==> src/rtl/input_port_if.sv <==
// Link-side bundle for input_port: incoming flit, ready, per-lane back-pressure and lane data.
// dropCount is present only when INPUT_PORT_DROP_CNT_EN is defined.
interface input_port_if #(
    parameter int DATA_WIDTH = 14,
    parameter int FIFO_DEPTH = 4
);
    logic [DATA_WIDTH-1:0]         inData;
    logic                          inReady;
    logic [3:0]                    portBlock;
    logic [DATA_WIDTH-1:0]         outData0;
    logic [DATA_WIDTH-1:0]         outData1;
    logic [DATA_WIDTH-1:0]         outData2;
    logic [DATA_WIDTH-1:0]         outData3;
    logic [$clog2(FIFO_DEPTH):0]   fifoCount;
`ifdef INPUT_PORT_DROP_CNT_EN
    logic [7:0]                    dropCount;

    modport slave (
        input  inData, portBlock,
        output inReady, outData0, outData1, outData2, outData3, fifoCount, dropCount
    );
    modport master (
        output inData, portBlock,
        input  inReady, outData0, outData1, outData2, outData3, fifoCount, dropCount
    );
`else
    modport slave (
        input  inData, portBlock,
        output inReady, outData0, outData1, outData2, outData3, fifoCount
    );
    modport master (
        output inData, portBlock,
        input  inReady, outData0, outData1, outData2, outData3, fifoCount
    );
`endif
endinterface

==> src/rtl/input_port.sv <==
// Router ingress: buffers valid flits in a small FIFO and forwards them in order to one of four lanes.
// Optional saturating drop counter enabled by defining INPUT_PORT_DROP_CNT_EN.
module input_port #(
    parameter int DATA_WIDTH = 14,
    parameter int FIFO_DEPTH = 4
) (
    input  logic         clk,
    input  logic         reset,
    input_port_if.slave  bus
);
    localparam int PW = $clog2(FIFO_DEPTH);
    localparam int CW = PW + 1;

    typedef enum logic [1:0] {IDLE, WAIT, SEND} state_t;

    state_t                 state_q;
    logic [DATA_WIDTH-1:0]  mem_q [FIFO_DEPTH];
    logic [PW-1:0]          wrPtr_q;
    logic [PW-1:0]          rdPtr_q;
    logic [CW-1:0]          count_q;
    logic [CW-1:0]          count_d;
    logic [DATA_WIDTH-1:0]  outData_q [4];
    logic [DATA_WIDTH-1:0]  head;
    logic [1:0]             headDest;
    logic                   ready;
    logic                   push;
    logic                   pop;

    // Readiness looks only at the registered count, so a same-edge pop never frees a slot.
    assign ready    = (count_q != CW'(FIFO_DEPTH));
    assign push     = bus.inData[DATA_WIDTH-1] && ready;
    assign head     = mem_q[rdPtr_q];
    assign headDest = head[DATA_WIDTH-2 -: 2];
    assign pop      = (state_q == WAIT) && !bus.portBlock[headDest];

    always_comb begin
        count_d = count_q;
        if (push && !pop) begin
            count_d = count_q + 1'b1;
        end else if (!push && pop) begin
            count_d = count_q - 1'b1;
        end
    end

    always_ff @(posedge clk or posedge reset) begin
        if (reset) begin
            wrPtr_q <= '0;
            rdPtr_q <= '0;
            count_q <= '0;
        end else begin
            if (push) begin
                wrPtr_q <= wrPtr_q + 1'b1;
            end
            if (pop) begin
                rdPtr_q <= rdPtr_q + 1'b1;
            end
            count_q <= count_d;
        end
    end

    always_ff @(posedge clk) begin
        if (push) begin
            mem_q[wrPtr_q] <= bus.inData;
        end
    end

    // WAIT holds the head until its lane is free; SEND presents it for exactly one cycle.
    always_ff @(posedge clk or posedge reset) begin
        if (reset) begin
            state_q <= IDLE;
            for (int i = 0; i < 4; i++) begin
                outData_q[i] <= '0;
            end
        end else begin
            case (state_q)
                IDLE: begin
                    if (count_q != '0) begin
                        state_q <= WAIT;
                    end
                end
                WAIT: begin
                    if (pop) begin
                        outData_q[headDest] <= head;
                        state_q             <= SEND;
                    end
                end
                SEND: begin
                    for (int i = 0; i < 4; i++) begin
                        outData_q[i] <= '0;
                    end
                    state_q <= (count_q != '0) ? WAIT : IDLE;
                end
                default: state_q <= IDLE;
            endcase
        end
    end

    assign bus.inReady   = ready;
    assign bus.fifoCount = count_q;
    assign bus.outData0  = outData_q[0];
    assign bus.outData1  = outData_q[1];
    assign bus.outData2  = outData_q[2];
    assign bus.outData3  = outData_q[3];

`ifdef INPUT_PORT_DROP_CNT_EN
    logic [7:0] dropCount_q;

    always_ff @(posedge clk or posedge reset) begin
        if (reset) begin
            dropCount_q <= '0;
        end else if (bus.inData[DATA_WIDTH-1] && !ready && (dropCount_q != 8'hFF)) begin
            dropCount_q <= dropCount_q + 1'b1;
        end
    end

    assign bus.dropCount = dropCount_q;
`endif
endmodule

==> src/flat_wrapper.sv <==
// flat-port wrapper written by rule: the top's interface ports become plain ports
module input_port_flat 
#(
    parameter int DATA_WIDTH = 14,
    parameter int FIFO_DEPTH = 4
)
  (clk, reset, bus_inData, bus_portBlock, bus_inReady, bus_outData0, bus_outData1, bus_outData2, bus_outData3, bus_fifoCount);
  input_port_if #(.DATA_WIDTH(DATA_WIDTH), .FIFO_DEPTH(FIFO_DEPTH)) bus_i ();
  input  logic clk;
  input  logic reset;
  input wire logic [$bits(bus_i.inData)-1:0] bus_inData;
  input wire logic [$bits(bus_i.portBlock)-1:0] bus_portBlock;
  output wire logic [$bits(bus_i.inReady)-1:0] bus_inReady;
  output wire logic [$bits(bus_i.outData0)-1:0] bus_outData0;
  output wire logic [$bits(bus_i.outData1)-1:0] bus_outData1;
  output wire logic [$bits(bus_i.outData2)-1:0] bus_outData2;
  output wire logic [$bits(bus_i.outData3)-1:0] bus_outData3;
  output wire logic [$bits(bus_i.fifoCount)-1:0] bus_fifoCount;
  assign bus_i.inData = bus_inData;
  assign bus_i.portBlock = bus_portBlock;
  assign bus_inReady = bus_i.inReady;
  assign bus_outData0 = bus_i.outData0;
  assign bus_outData1 = bus_i.outData1;
  assign bus_outData2 = bus_i.outData2;
  assign bus_outData3 = bus_i.outData3;
  assign bus_fifoCount = bus_i.fifoCount;
  input_port #(.DATA_WIDTH(DATA_WIDTH), .FIFO_DEPTH(FIFO_DEPTH)) u_core (.clk(clk), .reset(reset), .bus(bus_i));
endmodule
==> config.mk <==
export PLATFORM = sky130hd
export DESIGN_NAME = input_port_flat
export DESIGN_NICKNAME = d
export VERILOG_FILES = /design/src/rtl/input_port_if.sv /design/src/rtl/input_port.sv /design/src/flat_wrapper.sv
export SDC_FILE = /design/constraint.sdc
export NUM_CORES = 1
export LEC_CHECK = 0
export CAP_MARGIN = 20
export CORE_ASPECT_RATIO = 0.7
export CORE_MARGIN = 1
export CORE_UTILIZATION = 40
export CTS_CLUSTER_DIAMETER = 100
export DETAILED_ROUTE_END_ITERATION = 16
export PLACE_DENSITY = 0.66
export RECOVER_POWER = 100
export SYNTH_ARGS = -nofsm -noshare
export SYNTH_HDL_FRONTEND = slang
export SYNTH_SLANG_ARGS = --single-unit
export TNS_END_PERCENT = 1
==> constraint.sdc <==
create_clock -name clk -period 2.7 [get_ports clk]
set_input_delay 0.405 -clock clk [delete_from_list [all_inputs] [get_ports clk]]
set_output_delay 0.405 -clock clk [all_outputs]
set_load 0.05 [all_outputs]
==> results of run 1 <==
[flip-flops by register name, indices dropped and copies added, names as in the netlist]
register / cells
u_core.mem_q: 56
u_core.bus.outData0: 14
u_core.bus.outData1: 14
u_core.bus.outData2: 14
u_core.bus.outData3: 13
u_core.bus.fifoCount: 3
u_core.rdPtr_q: 2
u_core.state_q: 2
u_core.wrPtr_q: 2
[final timing paths]
kind                       slack (ns)                       to
min                              0.48   u_core.bus.outData2[6]
max reg2reg                      0.11  u_core.bus.fifoCount[2]
max                              0.11  u_core.bus.fifoCount[2]
min in group asynchronous        0.69   u_core.bus.outData0[4]
min reg2reg                      0.48   u_core.bus.outData2[6]
max in group asynchronous        0.48        u_core.rdPtr_q[0]
[power by group through the flow]
stage	logic, W	clock network [W]	registers (W)
final	0.00359	0.00225	0.00278
after global routing	0.00382	0.00237	0.00284
after CTS	0.00367	0.00229	0.00279
after detailed placement	0.00362	0	0.00281
after global placement	0.00357	0	0.00280
after floorplan	0.00148	0	0.00375
[repair_timing]
item                                    in CTS  in global routing
hold buffers                                 0                  0
hold endpoints to repair                     0                  0
cloned                                       0                  0
endpoints found under the setup margin       2                  2
resized for setup                            1                  5
setup buffers                                2                  4
pin swaps                                    0                  1
[worst max-delay path: stages, from the launching register on]
cell,delay (ns)
dfrtp_2,0.40
mux4_2,0.59
mux2i_4,0.22
a22oi_2,0.24
ha_2,0.22
inv_1,0.06
fa_2,0.34
xor2_1,0.16
nor2_1,0.11
xor2_1,0.15
[metal layers]
metal / vias up / GRT usage / part of all wire
met5: - / 0 / 0
li1: 1281 / - / -
met4: 0 / 0.0920 / 0.018
met2: 112 / 0.247 / 0.42
met1: 1451 / 0.281 / 0.50
met3: 17 / 0.0473 / 0.063
[placed cells by master, fill, tap and decap left out, types with 2 or more instances in the layout]
cell	n
dlygate4sd3_1	75
dfrtp_1	63
edfxtp_1	56
o2bb2ai_1	48
clkbuf_16	19
nand2_1	17
mux4_2	12
buf_4	10
inv_1	7
clkbuf_1	7
nor2_1	5
and3_1	5
clkbuf_8	5
xnor2_1	4
o21ai_0	4
ha_1	4
clkdlybuf4s50_1	4
a21o_1	3
and2_0	3
mux2_2	3
or4b_1	2
nand2b_1	2
mux4_1	2
xor2_1	2
clkinv_2	2
[per-stage QoR]
stage	area (um2)	setup WS, ns
6_report	6270	0.113
3_3_place_gp	5620	-0.0120
5_1_grt	6270	0.0234
2_1_floorplan	4630	0.0196
4_1_cts	6250	0.0109
3_5_place_dp	5620	-0.105
[area by class of cell]
| type | instances | area [um2] |
|---|---|---|
| Clock buffer | 26 | 552 |
| Clock inverter | 5 | 56.3 |
| Fill cell | 889 | 4860 |
| Inverter | 7 | 26.3 |
| Multi-Input combinational cell | 134 | 1260 |
| Sequential cell | 120 | 3280 |
| Tap cell | 153 | 191 |
| Timing Repair Buffer | 96 | 897 |
[logic make-up (layout without fill, tap and decap cells)]
kind of cell / count (synthesis) / in the layout / synth area share
multiplexers: 19 / 19 / 0.0813
adder cells (fa/ha/maj): 6 / 6 / 0.0178
AO/OA/AOI/OAI: 61 / 61 / 0.110
flip-flops: 120 / 120 / 0.709
AND/OR/NAND/NOR: 42 / 42 / 0.0467
buffers and inverters: 24 / 134 / 0.0246
XOR/XNOR: 6 / 6 / 0.0113
==> summary.txt, run 1 <==
Worst hold path
  • Hold Path Origin: u_core.bus.outData2[6]
  • Hold Path Depth: 1
  • Path category of the worst min-delay check: flop to flop

Pwr
  • Pleak: 2.59 nW
  • VDD IR max: 0.000580 V
  • Part of the power in combinational logic: 0.416
  • Clk pwr share: 0.261
  • Pint: 0.00518 W
  • Pwr/cell area: 1380 nW/um2
  • Final total power: 0.00862 W
  • Seq pwr share: 0.323
  • Net load switching power: 0.00345 W
  • Sw Ratio: 0.400

Drt
  • DR pass1 iterations: 4
  • DRT Wirelength: 10,200 um
  • Post-DRT Antenna Nets: 0
  • Vias: 2,861
  • 1st-iter DRT viols: 181
  • Wirelength per Cell: 18.9 um
  • DRC violations left: 0
  • Avg Vias per Cell: 5.29

Floorplanning
  • Die area: 12,000 um2
  • Die Ht: 92.0 um
  • IO Pins: 80
  • Die X: 131 um
  • Starting Density: 0.416
  • Std cell rows: 32
  • Core ar.: 11,100 um2

Critical path
  • R2R depth: 9
  • WP data arrival: 2.92 ns
  • CP max FO: 5
  • Nature of the critical path startpoint: flop
  • CP Launch Point: u_core.rdPtr_q[0]
  • Endpoint type of the worst setup path: flop
  • Worst setup path class: flop to flop
  • R2R Path Start: u_core.rdPtr_q[0]
  • CP Data Required Time: 3.03 ns

Synth
  • #FFs+latches synth: 120
  • Async S/R FF share, synth: 0.533
  • Cell Area, Synth: 4630 um2
  • Avg Cell Area, Syn: 16.7 um2
  • Area leader, netlist: edfxtp_1
  • Seq/Total Area, Yosys: 0.709
  • Cell with the most instances after synthesis: dfrtp_1
  • Post-synth EDFFs: 56
  • Main flop type after synthesis: dfrtp_1
  • Warnings, synthesis: 0
  • Distinct cells, synth: 38
  • Area share of the largest cell type after synthesis: 0.363
  • Post-Syn Nets: 304
  • Most instantiated cells after synthesis: 64 x dfrtp_1, 56 x edfxtp_1, 48 x o2bb2ai_1
  • Cells after synthesis: 278
  • Top cells by area, synth: edfxtp_1 36%, dfrtp_1 35%, o2bb2ai_1 9.1%, mux4_2 5.8%, nand2_1 1.4%

Layout
  • Final non-filler cell total: 541
  • NumNets Final: 402
  • Layout cells sized above 1: 0.157
  • Fin util: 0.563
  • Synthesis-to-layout area growth: 35.2%
  • Ant diodes: 0

Placed design
  • PortBufs: 79
  • GP Congestion: 0.767
  • Dpl cells: 504
  • Post-DP HPWL: 6760 um

Timing
  • Setup violators final: 0
  • Measured slew at the worst slew-check pin: 1.03 ns
  • Worst slew margin: 0.314
  • Post-route clock period utilization: 0.958
  • Final Max Tran Viols: 0
  • Setup TNS: 0 ns
  • WHS: 0.478 ns
  • RSZ-0062 raised after global routing: false
  • Fin Clk Skew: 0.0104 ns
  • Fin crit period: 2.59 ns
  • Max frequency: 387 MHz
  • Final hold viol count: 0

Global route
  • Vias in the first global route: 2,744
  • Initial antenna violation count: 0
  • Largest net degree at the start of global routing: 38
  • Global-route wire length before repair: 16,000 um
  • Overall routing resource usage: 0.187
  • GRT overflow: 0

CTS
  • Clock Root Buffer: clkbuf_16
  • Clk sinks: 120
  • CTS Buf Count: 17
  • Clock slew at reported path FFs: 0.06 ns
  • CTS tree: built
  • Clock Latency Late Sink: 0.41 ns
  • Max Root-Sink Buffers: 2
  • CTS H-tree depth: 4

Status
  • Status: finished clean

Flow run
  • Max Cap Violations: 0
Power figures use the tool's default switching activity.
==> inputs of run 2 (changes only) <==
CTS_CLUSTER_SIZE = 25   (was default)
RECOVER_POWER = default   (was 100)
==> run 2 against run 1 <==
Net effect: total power grew 1.8%; via count hardly changed; design area is 0.54% higher; wire length grew 0.23%; non-clock buffer count stayed put.
==> summary.txt, run 2 (same netlist as run 1, synthesis figures left out) <==
Timing
  • Post-route clock period utilization: 0.961
  • Final Max Tran Viols: 0
  • RSZ-0062 raised after global routing: false
  • Setup violators final: 0
  • Worst slew margin: 0.598
  • Fin crit period: 2.59 ns
  • Measured slew at the worst slew-check pin: 0.602 ns
  • Final hold viol count: 0
  • Max frequency: 386 MHz
  • Fin Clk Skew: 0.0122 ns
  • Setup TNS: 0 ns

CTS
  • Clock Root Buffer: clkbuf_16
  • Clock Latency Late Sink: 0.41 ns
  • Hold-fix buffers, CTS: 0
  • CTS H-tree depth: 4
  • Clk sinks: 120
  • CTS Buf Count: 17
  • Max Root-Sink Buffers: 2
  • CTS tree: built
  • Clock slew at reported path FFs: 0.06 ns

Critical path
  • CP Data Required Time: 3.03 ns
  • CP max FO: 5
  • Worst setup path class: flop to flop
  • R2R Path Start: u_core.rdPtr_q[0]
  • Nature of the critical path startpoint: flop
  • Register-to-register setup slack: 0.11 ns
  • CP Launch Point: u_core.rdPtr_q[0]
  • Endpoint type of the worst setup path: flop
  • WP data arrival: 2.92 ns

Placed design
  • Post-DP HPWL: 6760 um
  • GP Congestion: 0.767
  • Placed Area: 5620 um2
  • PortBufs: 79

Layout
  • Fill count: 883
  • Biggest register: u_core.mem_q
  • NumNets Final: 402
  • Commonest non-fill, non-tap cell in the layout: clkdlybuf4s50_1
  • Largest register FFs: 56
  • Layout cells sized above 1: 0.173
  • Synthesis-to-layout area growth: 36.0%
  • Post-route cell area: 6300 um2
  • Fin util: 0.566
  • Most frequent cells in the layout: 79 x clkdlybuf4s50_1, 63 x dfrtp_1, 56 x edfxtp_1
  • Ant diodes: 0

Drt
  • DRC violations left: 0
  • Avg Vias per Cell: 5.29
  • Wirelength per Cell: 19.0 um
  • DRT Wirelength: 10,300 um
  • Vias: 2,863
  • Post-DRT Antenna Nets: 0
  • 1st-iter DRT viols: 183
  • DR pass1 iterations: 4

Floorplanning
  • Die area: 12,000 um2
  • Std cell rows: 32
  • Starting Density: 0.416
  • Die X: 131 um
  • Core ar.: 11,100 um2
  • Die Ht: 92.0 um
  • IO Pins: 80

Flow run
  • Max Cap Violations: 0

Pwr
  • Final total power: 0.00878 W
  • Pleak: 2.46 nW
  • Pwr/cell area: 1390 nW/um2
  • VDD IR max: 0.000581 V

Global route
  • Grt met2 use: 0.247
  • Overall routing resource usage: 0.187
  • Vias in the first global route: 2,744
  • Met1 Use GR: 0.281
  • Initial antenna violation count: 0
  • GRT overflow: 0
  • Largest net degree at the start of global routing: 38
  • GR Util met3: 0.0473
  • Global-route wire length before repair: 16,000 um
  • Most crowded layer after global routing: met1

Worst hold path
  • Path category of the worst min-delay check: input pin to async pin

Status
  • Status: finished clean
[run 2: report_power, final]
part	total (W)	switching (W)	internal, W
clock	0.00226	0.000768	0.00149
sequential	0.00279	0.000331	0.00246
combinational	0.00373	0.00237	0.00136
[run 2: area by class of cell]
class | instances | area [um2] | area share
Inverter | 7 | 26.3 | 0.00417
Tap cell | 153 | 191 | 0.0304
Multi-Input combinational cell | 134 | 1260 | 0.200
Clock inverter | 5 | 56.3 | 0.00894
Clock buffer | 26 | 552 | 0.0876
Sequential cell | 120 | 3280 | 0.521
Timing Repair Buffer | 96 | 931 | 0.148
[run 2: worst max-delay path, stage by stage, from the launching register on]
cell,delay [ns]
dfrtp_2,0.40
mux4_2,0.60
mux2i_4,0.22
a22oi_2,0.23
ha_2,0.22
inv_1,0.06
fa_2,0.34
xor2_1,0.16
nor2_1,0.11
xor2_1,0.15
[run 2: through the flow]
stage	hold slack (ns)	worst slack, ns	cells
finish	0.396	0.106	541
global route	0.452	0.0234	541
CTS	0.411	0.0109	537
detailed placement	0.475	-0.105	504
global placement	0.472	-0.0120	504
floorplan	0.504	0.0196	278
[run 2: repair_timing]
| item | in CTS | in global routing |
|---|---|---|
| hold endpoints to repair | 0 | 0 |
| resized for setup | 1 | 5 |
| pin swaps | 0 | 1 |
| setup endpoints to repair | 2 | 2 |
| setup buffers | 2 | 4 |
[run 2: path summary, 6_finish.rpt]
path	cells after the start	end
max	9	u_core.bus.fifoCount[2]
min	2	u_core.bus.outData0[4]
max in group asynchronous	3	u_core.rdPtr_q[0]
min reg2reg	1	u_core.bus.outData0[6]
max reg2reg	9	u_core.bus.fifoCount[2]
min in group clk	1	u_core.bus.outData0[6]
[run 2: per-layer routing]
| metal | part of all wire | vias to the layer above |
|---|---|---|
| li1 | - | 1276 |
| met1 | 0.49 | 1453 |
| met2 | 0.43 | 119 |
| met3 | 0.062 | 15 |
| met4 | 0.016 | 0 |
| met5 | 0 | - |
==> inputs of run 3 (changes only) <==
CAP_MARGIN = default   (was 20)
CORE_MARGIN = 4   (was 1)
==> run 3 against run 2 <==
Net effect: total power is 1.2% lower; sequential power hardly changed; core utilization is 0.59 points lower; largest power group unchanged; wire length is 0.86% higher.
==> summary.txt, run 3 (same netlist as run 1, synthesis figures left out) <==
Pwr
  • Pwr/cell area: 1390 nW/um2
  • Final total power: 0.00868 W
  • VDD IR max: 0.000644 V
  • Pleak: 2.44 nW

Layout
  • Final non-filler cell total: 540
  • Synthesis-to-layout area growth: 35.0%
  • Most frequent cells in the layout: 79 x clkdlybuf4s50_1, 63 x dfrtp_1, 56 x edfxtp_1
  • Commonest non-fill, non-tap cell in the layout: clkdlybuf4s50_1
  • Fin util: 0.560
  • NumNets Final: 400
  • Fill count: 871
  • Biggest register: u_core.mem_q
  • Layout cells sized above 1: 0.160
  • Post-route cell area: 6260 um2
  • Footprint of the multi-input gates: 1250 um2
  • Reg area: 3280 um2
  • Ant diodes: 0
  • Largest register FFs: 56

Critical path
  • Nature of the critical path startpoint: flop
  • WP data arrival: 2.90 ns
  • R2R depth: 9
  • CP Launch Point: u_core.rdPtr_q[0]
  • Register-to-register setup slack: 0.13 ns
  • CP max FO: 5
  • Worst Setup EP: u_core.bus.fifoCount[2]
  • Worst setup path class: flop to flop
  • CP Data Required Time: 3.03 ns
  • R2R Path Start: u_core.rdPtr_q[0]
  • Endpoint type of the worst setup path: flop
  • R2R Path End: u_core.bus.fifoCount[2]

Placed design
  • Pre-CTS setup slack: 0.00334 ns
  • PortBufs: 79
  • GP Congestion: 0.816
  • Dpl cells: 507
  • Placed Area: 5650 um2
  • Post-DP HPWL: 7110 um

Global route
  • Initial antenna violation count: 0
  • Global-route wire length before repair: 16,300 um
  • GRT overflow: 0
  • Overall routing resource usage: 0.165
  • Largest net degree at the start of global routing: 40
  • Vias in the first global route: 2,806

CTS
  • CTS Buf Count: 17
  • Hold-fix buffers, CTS: 0
  • Clk sinks: 120
  • CTS tree: built
  • Max Root-Sink Buffers: 2
  • Clock slew at reported path FFs: 0.05 ns
  • CTS H-tree depth: 4
  • Clock Root Buffer: clkbuf_16
  • Clock Latency Late Sink: 0.41 ns

Timing
  • Final Max Tran Viols: 0
  • Final hold viol count: 0
  • Fin Clk Skew: 0.0125 ns
  • Fin worst setup slack: 0.132 ns
  • Max frequency: 389 MHz
  • Worst slew margin: 0.615
  • Fin crit period: 2.57 ns
  • Measured slew at the worst slew-check pin: 0.577 ns
  • Setup violators final: 0
  • Post-route clock period utilization: 0.951

Drt
  • DRC violations left: 0
  • Avg Vias per Cell: 5.20
  • DRT Wirelength: 10,300 um
  • Wirelength per Cell: 19.2 um
  • Post-DRT Antenna Nets: 0
  • DR pass1 iterations: 4
  • 1st-iter DRT viols: 146
  • Vias: 2,809

Floorplanning
  • Core ar.: 11,200 um2
  • Die X: 137 um
  • Starting Density: 0.415
  • Die Ht: 98.0 um
  • Die area: 13,400 um2
  • Std cell rows: 32
  • IO Pins: 80

Flow run
  • Max Cap Violations: 0

Worst hold path
  • Path category of the worst min-delay check: input pin to async pin

Status
  • Status: finished clean
[run 3: cell types whose count changed in the layout (fill, tap and decap cells not counted), moves of 2 or more]
| cell | change |
|---|---|
| buf_4 | -2 |
| clkbuf_1 | +3 |
| clkinv_2 | +2 |
| clkbuf_8 | -4 |
[run 3: worst max-delay path: stages, from the launching register on]
cell     delay [ns]
dfrtp_2        0.40
mux4_2         0.58
mux2i_1        0.20
a22oi_2        0.22
ha_2           0.22
inv_1          0.06
fa_1           0.38
xor2_1         0.17
nor2_1         0.11
xor2_1         0.14
[run 3: report_power, final]
part / switching (W) / internal, W
clock network: 0.000744 / 0.00145
registers: 0.000322 / 0.00246
logic: 0.00237 / 0.00133
total: 0.00343 / 0.00524
[run 3: worst min path at each step]
| stage | startpoint | to | slack (ns) | cells past startpoint |
|---|---|---|---|---|
| 3_5_place_dp | u_core.bus.outData2[8] | u_core.bus.outData2[8] | 0.48 | 1 |
| 5_1_grt | reset | u_core.bus.outData0[2] | 0.42 | 2 |
| 4_1_cts | reset | u_core.bus.outData0[2] | 0.39 | 2 |
| 3_3_place_gp | u_core.bus.outData0[11] | u_core.bus.outData0[11] | 0.47 | 1 |
| 2_1_floorplan | bus_inData[0] | u_core.mem_q[0][0] | 0.50 | 0 |
| 6_report | reset | u_core.bus.outData0[2] | 0.38 | 2 |
[run 3: area by class of cell]
| class | count | area share |
|---|---|---|
| Tap cell | 153 | 0.0306 |
| Inverter | 7 | 0.00420 |
| Timing Repair Buffer | 94 | 0.146 |
| Clock buffer | 26 | 0.0852 |
| Clock inverter | 6 | 0.00920 |
| Multi-Input combinational cell | 134 | 0.199 |
| Sequential cell | 120 | 0.525 |
[run 3: metrics by stage]
| stage | hold WS [ns] | setup TNS (ns) |
|---|---|---|
| floorplan | 0.504 | 0 |
| global placement | 0.472 | 0 |
| detailed placement | 0.476 | 0 |
| CTS | 0.388 | 0 |
| global route | 0.423 | -0.0130 |
| finish | 0.383 | 0 |
[run 3: metal layers]
layer	vias up	track usage	part of all wire
met5	-	0	0
met4	0	0.0581	0.0033
met3	4	0.0499	0.053
met2	81	0.226	0.45
met1	1447	0.247	0.49
li1	1277	-	-
[run 3: what timing repair did]
action	in CTS	in global routing
resized for setup	0	4
setup buffers	1	0
setup endpoints to repair	1	2
